### config.mk
export PLATFORM = sky130hd
export DESIGN_NAME = cmd_cfg_proc_flat
export DESIGN_NICKNAME = d
export VERILOG_FILES = /design/src/rtl/cmd_cfg_proc_if.sv /design/src/rtl/cmd_cfg_proc.sv /design/src/flat_wrapper.sv
export SDC_FILE = /design/constraint.sdc
export NUM_CORES = 1
export LEC_CHECK = 0
export ABC_CLOCK_PERIOD_IN_PS = 4400
export BUFFER_PORTS_ARGS = -buffer_cell sky130_fd_sc_hd__buf_2
export CAP_MARGIN = 20
export CORE_MARGIN = 8
export CORE_UTILIZATION = 45
export DETAILED_ROUTE_END_ITERATION = 16
export PLACE_DENSITY_LB_ADDON = 0.05
export SLEW_MARGIN = 20
export SYNTH_ARGS = -nofsm -noshare
export SYNTH_HDL_FRONTEND = slang
export SYNTH_SLANG_ARGS = --single-unit
### constraint.sdc
create_clock -name clk -period 4.4 [get_ports clk]
set_input_delay 0.44 -clock clk [delete_from_list [all_inputs] [get_ports clk]]
set_output_delay 0.44 -clock clk [all_outputs]
set_load 0.02 [all_outputs]
### src/rtl/cmd_cfg_proc_if.sv
// Command/response handshake bundle between the UART command receiver,
// the command processor and the UART transmit path.
interface cmd_cfg_proc_if;
  logic        cmd_rdy;
  logic [7:0]  cmd;
  logic [15:0] data;
  logic        clr_cmd_rdy;
  logic [7:0]  resp;
  logic        send_resp;
  logic        resp_sent;

  // Upstream side: presents packets and reports transmit completion
  modport master (
    output cmd_rdy, cmd, data, resp_sent,
    input  clr_cmd_rdy, resp, send_resp
  );

  // Command processor side
  modport slave (
    input  cmd_rdy, cmd, data, resp_sent,
    output clr_cmd_rdy, resp, send_resp
  );
endinterface

### src/rtl/cmd_cfg_proc.sv
// Command processor: decodes 24-bit UART packets into flight setpoints,
// sequences motor spin-up and inertial calibration, and returns ACK/NAK.
module cmd_cfg_proc #(
  parameter bit FAST_SIM = 1'b1
) (
  input  logic               clk,
  input  logic               rst_n,
  cmd_cfg_proc_if.slave      bus,
  input  logic               cal_done,
  output logic               strt_cal,
  output logic               inertial_cal,
  output logic signed [15:0] d_ptch,
  output logic signed [15:0] d_roll,
  output logic signed [15:0] d_yaw,
  output logic        [8:0]  thrst,
  output logic               motors_off
);

  localparam int TW = FAST_SIM ? 9 : 25;

  localparam logic [7:0] OP_SET_PTCH  = 8'h02;
  localparam logic [7:0] OP_SET_ROLL  = 8'h03;
  localparam logic [7:0] OP_SET_YAW   = 8'h04;
  localparam logic [7:0] OP_SET_THRST = 8'h05;
  localparam logic [7:0] OP_CALIBRATE = 8'h06;
  localparam logic [7:0] OP_EMER_LAND = 8'h07;
  localparam logic [7:0] OP_MTRS_OFF  = 8'h08;

  localparam logic [7:0] ACK = 8'hA5;
  localparam logic [7:0] NAK = 8'hEE;

  typedef enum logic [1:0] {IDLE, SPINUP, CAL, WAIT_TX} state_t;

  state_t              state, nxt_state;
  logic [TW-1:0]       timer, nxt_timer;
  logic [7:0]          resp_q, nxt_resp;
  logic                send_q, nxt_send;
  logic                nxt_strt_cal, nxt_inertial_cal, nxt_motors_off;
  logic signed [15:0]  nxt_ptch, nxt_roll, nxt_yaw;
  logic        [8:0]   nxt_thrst;

  // A packet is consumed only when the processor is idle; otherwise it stays pending upstream
  assign bus.clr_cmd_rdy = (state == IDLE) && bus.cmd_rdy;
  assign bus.resp        = resp_q;
  assign bus.send_resp   = send_q;

  // Register all FSM state and outputs; reset aborts any calibration in progress
  always_ff @(posedge clk or negedge rst_n) begin
    if (!rst_n) begin
      state        <= IDLE;
      timer        <= '0;
      resp_q       <= 8'h00;
      send_q       <= 1'b0;
      strt_cal     <= 1'b0;
      inertial_cal <= 1'b0;
      motors_off   <= 1'b1;
      d_ptch       <= '0;
      d_roll       <= '0;
      d_yaw        <= '0;
      thrst        <= '0;
    end else begin
      state        <= nxt_state;
      timer        <= nxt_timer;
      resp_q       <= nxt_resp;
      send_q       <= nxt_send;
      strt_cal     <= nxt_strt_cal;
      inertial_cal <= nxt_inertial_cal;
      motors_off   <= nxt_motors_off;
      d_ptch       <= nxt_ptch;
      d_roll       <= nxt_roll;
      d_yaw        <= nxt_yaw;
      thrst        <= nxt_thrst;
    end
  end

  // Decode commands and step the spin-up / calibration / transmit sequence
  always_comb begin
    nxt_state        = state;
    nxt_timer        = timer;
    nxt_resp         = resp_q;
    nxt_send         = 1'b0;
    nxt_strt_cal     = 1'b0;
    nxt_inertial_cal = inertial_cal;
    nxt_motors_off   = motors_off;
    nxt_ptch         = d_ptch;
    nxt_roll         = d_roll;
    nxt_yaw          = d_yaw;
    nxt_thrst        = thrst;

    case (state)
      IDLE: begin
        if (bus.cmd_rdy) begin
          nxt_resp  = ACK;
          nxt_send  = 1'b1;
          nxt_state = WAIT_TX;
          case (bus.cmd)
            OP_SET_PTCH:  nxt_ptch  = bus.data;
            OP_SET_ROLL:  nxt_roll  = bus.data;
            OP_SET_YAW:   nxt_yaw   = bus.data;
            OP_SET_THRST: nxt_thrst = bus.data[8:0];
            OP_CALIBRATE: begin
              nxt_resp       = resp_q;
              nxt_send       = 1'b0;
              nxt_motors_off = 1'b0;
              nxt_timer      = '0;
              nxt_state      = SPINUP;
            end
            OP_EMER_LAND: begin
              nxt_ptch  = '0;
              nxt_roll  = '0;
              nxt_yaw   = '0;
              nxt_thrst = '0;
            end
            OP_MTRS_OFF:  nxt_motors_off = 1'b1;
            default:      nxt_resp = NAK;
          endcase
        end
      end
      SPINUP: begin
        nxt_timer = timer + 1'b1;
        if (&timer) begin
          nxt_strt_cal     = 1'b1;
          nxt_inertial_cal = 1'b1;
          nxt_state        = CAL;
        end
      end
      CAL: begin
        if (cal_done) begin
          nxt_inertial_cal = 1'b0;
          nxt_resp         = ACK;
          nxt_send         = 1'b1;
          nxt_state        = WAIT_TX;
        end
      end
      WAIT_TX: begin
        if (bus.resp_sent) nxt_state = IDLE;
      end
      default: nxt_state = IDLE;
    endcase
  end

endmodule
### src/flat_wrapper.sv
// flat-port wrapper written by rule: the top's interface ports become plain ports
module cmd_cfg_proc_flat 
#(
  parameter bit FAST_SIM = 1'b1
)
  (clk, rst_n, cal_done, strt_cal, inertial_cal, d_ptch, d_roll, d_yaw, thrst, motors_off, bus_cmd_rdy, bus_cmd, bus_data, bus_resp_sent, bus_clr_cmd_rdy, bus_resp, bus_send_resp);
  cmd_cfg_proc_if bus_i ();
  input  logic clk;
  input  logic rst_n;
  input  logic cal_done;
  output logic strt_cal;
  output logic inertial_cal;
  output logic signed [15:0] d_ptch;
  output logic signed [15:0] d_roll;
  output logic signed [15:0] d_yaw;
  output logic        [8:0] thrst;
  output logic motors_off;
  input wire logic [$bits(bus_i.cmd_rdy)-1:0] bus_cmd_rdy;
  input wire logic [$bits(bus_i.cmd)-1:0] bus_cmd;
  input wire logic [$bits(bus_i.data)-1:0] bus_data;
  input wire logic [$bits(bus_i.resp_sent)-1:0] bus_resp_sent;
  output wire logic [$bits(bus_i.clr_cmd_rdy)-1:0] bus_clr_cmd_rdy;
  output wire logic [$bits(bus_i.resp)-1:0] bus_resp;
  output wire logic [$bits(bus_i.send_resp)-1:0] bus_send_resp;
  assign bus_i.cmd_rdy = bus_cmd_rdy;
  assign bus_i.cmd = bus_cmd;
  assign bus_i.data = bus_data;
  assign bus_i.resp_sent = bus_resp_sent;
  assign bus_clr_cmd_rdy = bus_i.clr_cmd_rdy;
  assign bus_resp = bus_i.resp;
  assign bus_send_resp = bus_i.send_resp;
  cmd_cfg_proc #(.FAST_SIM(FAST_SIM)) u_core (.clk(clk), .rst_n(rst_n), .bus(bus_i), .cal_done(cal_done), .strt_cal(strt_cal), .inertial_cal(inertial_cal), .d_ptch(d_ptch), .d_roll(d_roll), .d_yaw(d_yaw), .thrst(thrst), .motors_off(motors_off));
endmodule
==> report_table.html <==
<table>
<tr><th>Metric</th><th>Value</th></tr>
<tr><th colspan="2">Outcome</th></tr>
<tr><td>Result of the run</td><td>finished, final reports clean</td></tr>
<tr><th colspan="2">Detailed routing</th></tr>
<tr><td>Top layer reached by signal wires</td><td>met4</td></tr>
<tr><td>Met1 Routed Length</td><td>between 3000 and 4000 um</td></tr>
<tr><td>Total met3 wirelength after detailed routing</td><td>~600 um</td></tr>
<tr><td>Via count</td><td>about 2400</td></tr>
<tr><td>Routed length on met2</td><td>~3500 um</td></tr>
<tr><td>Drt via density</td><td>5.02</td></tr>
<tr><td>DR iter-0 viols</td><td>60</td></tr>
<tr><td>Total iterations of the first detailed-routing run</td><td>4</td></tr>
<tr><td>Average wire per cell in the routed design</td><td>between 15 and 20 um</td></tr>
<tr><td>Total wire length after detailed routing</td><td>slightly below 8000 um</td></tr>
<tr><td>Final routed DRC violation total</td><td>0</td></tr>
<tr><td>Post-route antenna net violation count</td><td>0</td></tr>
<tr><th colspan="2">STA</th></tr>
<tr><td>PnR worst setup slack</td><td>approximately 1.9 ns</td></tr>
<tr><td>Crit path time final</td><td>2.47 ns</td></tr>
<tr><td>Number of failing setup endpoints in the final timing report</td><td>0</td></tr>
<tr><td>Highest Clock Rate</td><td>between 400 and 500 MHz</td></tr>
<tr><td>Worst-Margin Slew</td><td>roughly 0.92 ns</td></tr>
<tr><td>Ratio of final minimum period to clock period</td><td>56.2%</td></tr>
<tr><td>Final TNS setup</td><td>0 ns</td></tr>
<tr><td>Final Max Tran Viols</td><td>0</td></tr>
<tr><td>Max_slew headroom</td><td>around two fifths</td></tr>
<tr><td>Clock Skew</td><td>approximately 0.0078 ns</td></tr>
<tr><td>Fin. Hold Viols</td><td>0</td></tr>
<tr><td>Unrepaired setup endpoints after global routing</td><td>false</td></tr>
<tr><th colspan="2">Setup path</th></tr>
<tr><td>Crit path kind</td><td>flop to flop</td></tr>
<tr><td>Crit. End Element</td><td>flop</td></tr>
<tr><td>Crit path max fanout</td><td>16</td></tr>
<tr><td>Worst-path cell with the longest stage delay</td><td>nand2_2</td></tr>
<tr><td>Critical Path Max Stage Delay</td><td>about 0.44 ns</td></tr>
<tr><td>Sort of element at the start of the critical path</td><td>flop</td></tr>
<tr><td>Data required, critical path</td><td>around 4.6 ns</td></tr>
<tr><td>Crit path DAT</td><td>~2.7 ns</td></tr>
<tr><td>Critical path cell sequence</td><td>inv_1 -&gt; ha_1 -&gt; nand2_1 -&gt; nor3_4 -&gt; nand2_2 -&gt; mux2_4</td></tr>
<tr><th colspan="2">Run</th></tr>
<tr><td>Max cap viols</td><td>0</td></tr>
<tr><th colspan="2">CTS</th></tr>
<tr><td>Clock latency at the later pin of the worst-skew pair</td><td>0.34 ns</td></tr>
<tr><td>Num Clock Sinks</td><td>75</td></tr>
<tr><td>H-tree levels</td><td>3</td></tr>
<tr><td>Clock tree root buffer cell</td><td>clkbuf_8</td></tr>
<tr><td>Post-CTS setup buffer count</td><td>0</td></tr>
<tr><td>Clock tree from TritonCTS</td><td>done</td></tr>
<tr><td>Largest buffer count on any clock path</td><td>2</td></tr>
<tr><td>Number of hold-repair buffers added at the cts stage</td><td>0</td></tr>
<tr><td>Number of buffers created by CTS</td><td>9</td></tr>
<tr><td>CTS-repair resized insts</td><td>0</td></tr>
<tr><td>Clock slew at reported path FFs</td><td>about 0.080 ns</td></tr>
<tr><th colspan="2">Power</th></tr>
<tr><td>Worst-case vdd ir drop</td><td>about 0.00018 V</td></tr>
<tr><td>Static Leakage</td><td>around 0.0024 uW</td></tr>
<tr><td>Part of the power in the clock network</td><td>30.3%</td></tr>
<tr><td>Power density over cell area</td><td>between 400 and 500 nW/um2</td></tr>
<tr><td>Sequential share of power</td><td>between 40% and 50%</td></tr>
<tr><td>Switching share of power</td><td>between 30% and 40%</td></tr>
<tr><td>Fraction of power consumed by combinational cells</td><td>25.3%</td></tr>
<tr><td>Internal</td><td>between 1000 and 1500 uW</td></tr>
<tr><td>Switching pwr</td><td>slightly above 600 uW</td></tr>
<tr><th colspan="2">Floorplan</th></tr>
<tr><td>Full die area</td><td>between 10000 and 15000 um2</td></tr>
<tr><td>Starting Density</td><td>a little under half</td></tr>
<tr><td>Die X</td><td>105 um</td></tr>
<tr><td>Core region area</td><td>around 7600 um2</td></tr>
<tr><td>Site row count</td><td>32</td></tr>
<tr><td>Vert. Die Dim</td><td>between 100 and 150 um</td></tr>
<tr><td>Top Ports</td><td>99</td></tr>
<tr><th colspan="2">Global route</th></tr>
<tr><td>Initial antenna violation count</td><td>0</td></tr>
<tr><td>Overall routing resource usage</td><td>between 10% and 20%</td></tr>
<tr><td>Total overflow reported by the global router</td><td>0</td></tr>
<tr><td>First-pass GRT wire length</td><td>around 13000 um</td></tr>
<tr><td>Via count of the first global-routing pass</td><td>2464</td></tr>
<tr><td>Largest net degree at the start of global routing</td><td>between 70 and 80</td></tr>
<tr><th colspan="2">Placed design</th></tr>
<tr><td>Pre-CTS setup slack</td><td>1.66 ns</td></tr>
<tr><td>IO Port Bufs</td><td>97</td></tr>
<tr><td>RePlAce Congestion</td><td>between 0.8 and 0.9</td></tr>
<tr><td>DP HPWL</td><td>between 5000 and 6000 um</td></tr>
<tr><th colspan="2">Yosys</th></tr>
<tr><td>Total nets after synthesis</td><td>303</td></tr>
<tr><td>Area of the mapped netlist</td><td>3530 um2</td></tr>
<tr><td>Synth unique cells</td><td>between 40 and 50</td></tr>
<tr><td>Post-synthesis area per instance</td><td>~13 um2</td></tr>
<tr><td>Cells after Synth</td><td>between 200 and 300</td></tr>
<tr><td>Most used DFF post-synth</td><td>dfrtp_1</td></tr>
<tr><td>Post-synth ARST share</td><td>between 90% and 100%</td></tr>
<tr><td>Part of the Yosys area used for sequential elements</td><td>around 53%</td></tr>
<tr><td>Post-synthesis sequential element count</td><td>75</td></tr>
<tr><td>Number of enable-type register cells in the synthesized netlist</td><td>0</td></tr>
<tr><td>Yosys synthesis warning count</td><td>0</td></tr>
<tr><th colspan="2">Final layout</th></tr>
<tr><td>Final Util</td><td>55.7%</td></tr>
<tr><td>Layout overhead on the synthesized area</td><td>20.9%</td></tr>
<tr><td>Fraction of final layout cells sized beyond drive strength 1</td><td>around half</td></tr>
<tr><td>Final layout net count</td><td>a little under 400</td></tr>
<tr><td>Most common cell after layout, fill and taps aside</td><td>buf_2</td></tr>
<tr><td>ANT cells</td><td>0</td></tr>
<tr><td>Leading cell types in the layout, fill and taps excluded</td><td>96 x buf_2, 74 x dfrtp_1, 30 x mux2_4, 28 x mux2_2, 18 x and2_1</td></tr>
<tr><td>Total of fill cells in the finished design</td><td>680</td></tr>
<tr><th colspan="2">Worst hold path</th></tr>
<tr><td>Hold crit path type</td><td>primary input to async pin</td></tr>
</table>
-- state kept, by name, summed over array words and instances, names as in the netlist --
name,cells
u_core.bus.resp,3
u_core.bus.send_resp,1
u_core.d_ptch,16
u_core.d_roll,16
u_core.d_yaw,16
u_core.inertial_cal,1
u_core.motors_off,1
u_core.state,2
u_core.strt_cal,1
u_core.thrst,9
u_core.timer,9
-- final timing paths --
check,startpoint,endpoint,slack [ns],cells past startpoint
min reg2reg,u_core.thrst[5],u_core.thrst[5],0.50,1
min in group clk,cal_done,u_core.bus.send_resp,0.35,3
max,u_core.state[0],u_core.d_roll[11],1.93,6
max in group asynchronous,rst_n,u_core.timer[5],3.57,1
max reg2reg,u_core.state[0],u_core.d_roll[11],1.93,6
min,rst_n,u_core.state[1],0.23,1
-- stage by stage --
| step | power, uW | hold slack, ns | instances | cell area, um2 |
|---|---|---|---|---|
| 2_1_floorplan | 1200 | 0.144 | 268 | 3530 |
| 3_3_place_gp | 1340 | 0.481 | 453 | 4050 |
| 3_5_place_dp | 1340 | 0.487 | 453 | 4050 |
| 4_1_cts | 1930 | 0.266 | 469 | 4260 |
| 5_1_grt | 2020 | 0.301 | 469 | 4260 |
| 6_report | 1900 | 0.230 | 469 | 4260 |
-- power by group through the flow --
| stage | clock network [uW] | logic (uW) | registers [uW] |
|---|---|---|---|
| 2_1_floorplan | 0 | 300 | 900 |
| 3_3_place_gp | 0 | 488 | 855 |
| 3_5_place_dp | 0 | 488 | 856 |
| 4_1_cts | 593 | 489 | 844 |
| 5_1_grt | 617 | 541 | 858 |
| 6_report | 575 | 481 | 844 |
-- synth_stat cells (3+ instances only) --
master	instances	area share, %
dfrtp_1	74	53
mux2_4	30	13
mux2_2	28	8.9
and2_1	18	3.2
nor2_1	13	1.4
o21ai_0	13	1.8
inv_1	10	1.1
nand2_1	8	0.85
ha_1	6	2.1
buf_4	5	1.1
clkbuf_1	5	0.53
nand3_1	5	0.71
a21oi_1	3	0.43
a31oi_1	3	0.53
buf_6	3	0.96
nand2b_1	3	0.53
-- critical path, delay by kind of cell (launching register included) --
kind | cells | cell delay [ns]
adder cells (fa/ha/maj) | 1 | 0.34
buffers and inverters | 1 | 0.11
flip-flops | 1 | 0.41
multiplexers | 1 | 0.43
AND/OR/NAND/NOR | 3 | 1.06
-- per-layer routing --
layer / track usage, % / vias to the layer above
met3: 5.20 / 12
met4: 6.20 / 0
met5: 0 / -
li1: - / 1134
met1: 19.0 / 1137
met2: 22.3 / 71
-- cell type report --
class                      count  area [um2]  share of cell area [%]
clock inverter                 6        88.8                    2.08
sequential                    75        1880                    44.1
timing repair buffer          97         488                    11.4
inverter                      10        37.5                   0.881
clock buffer                  10         128                    2.99
tap                          102         128                    2.99
multi-input combinational    169        1520                    35.5
-- kinds of logic (layout without fill, tap and decap cells) --
kind of cell / count (synthesis) / in the layout / synth area share [%]
and+or+nand+nor: 66 / 66 / 11.4
buffers and inverters: 24 / 123 / 3.76
DFF: 75 / 75 / 53.3
adders and majority gates: 6 / 6 / 2.13
AOI/OAI and AO/OA: 35 / 35 / 6.88
xor gates and xnor gates: 2 / 2 / 0.497
other: 1 / 1 / 0.106
muxes: 59 / 59 / 22.0
No activity file was read; power rests on OpenSTA's default activity.
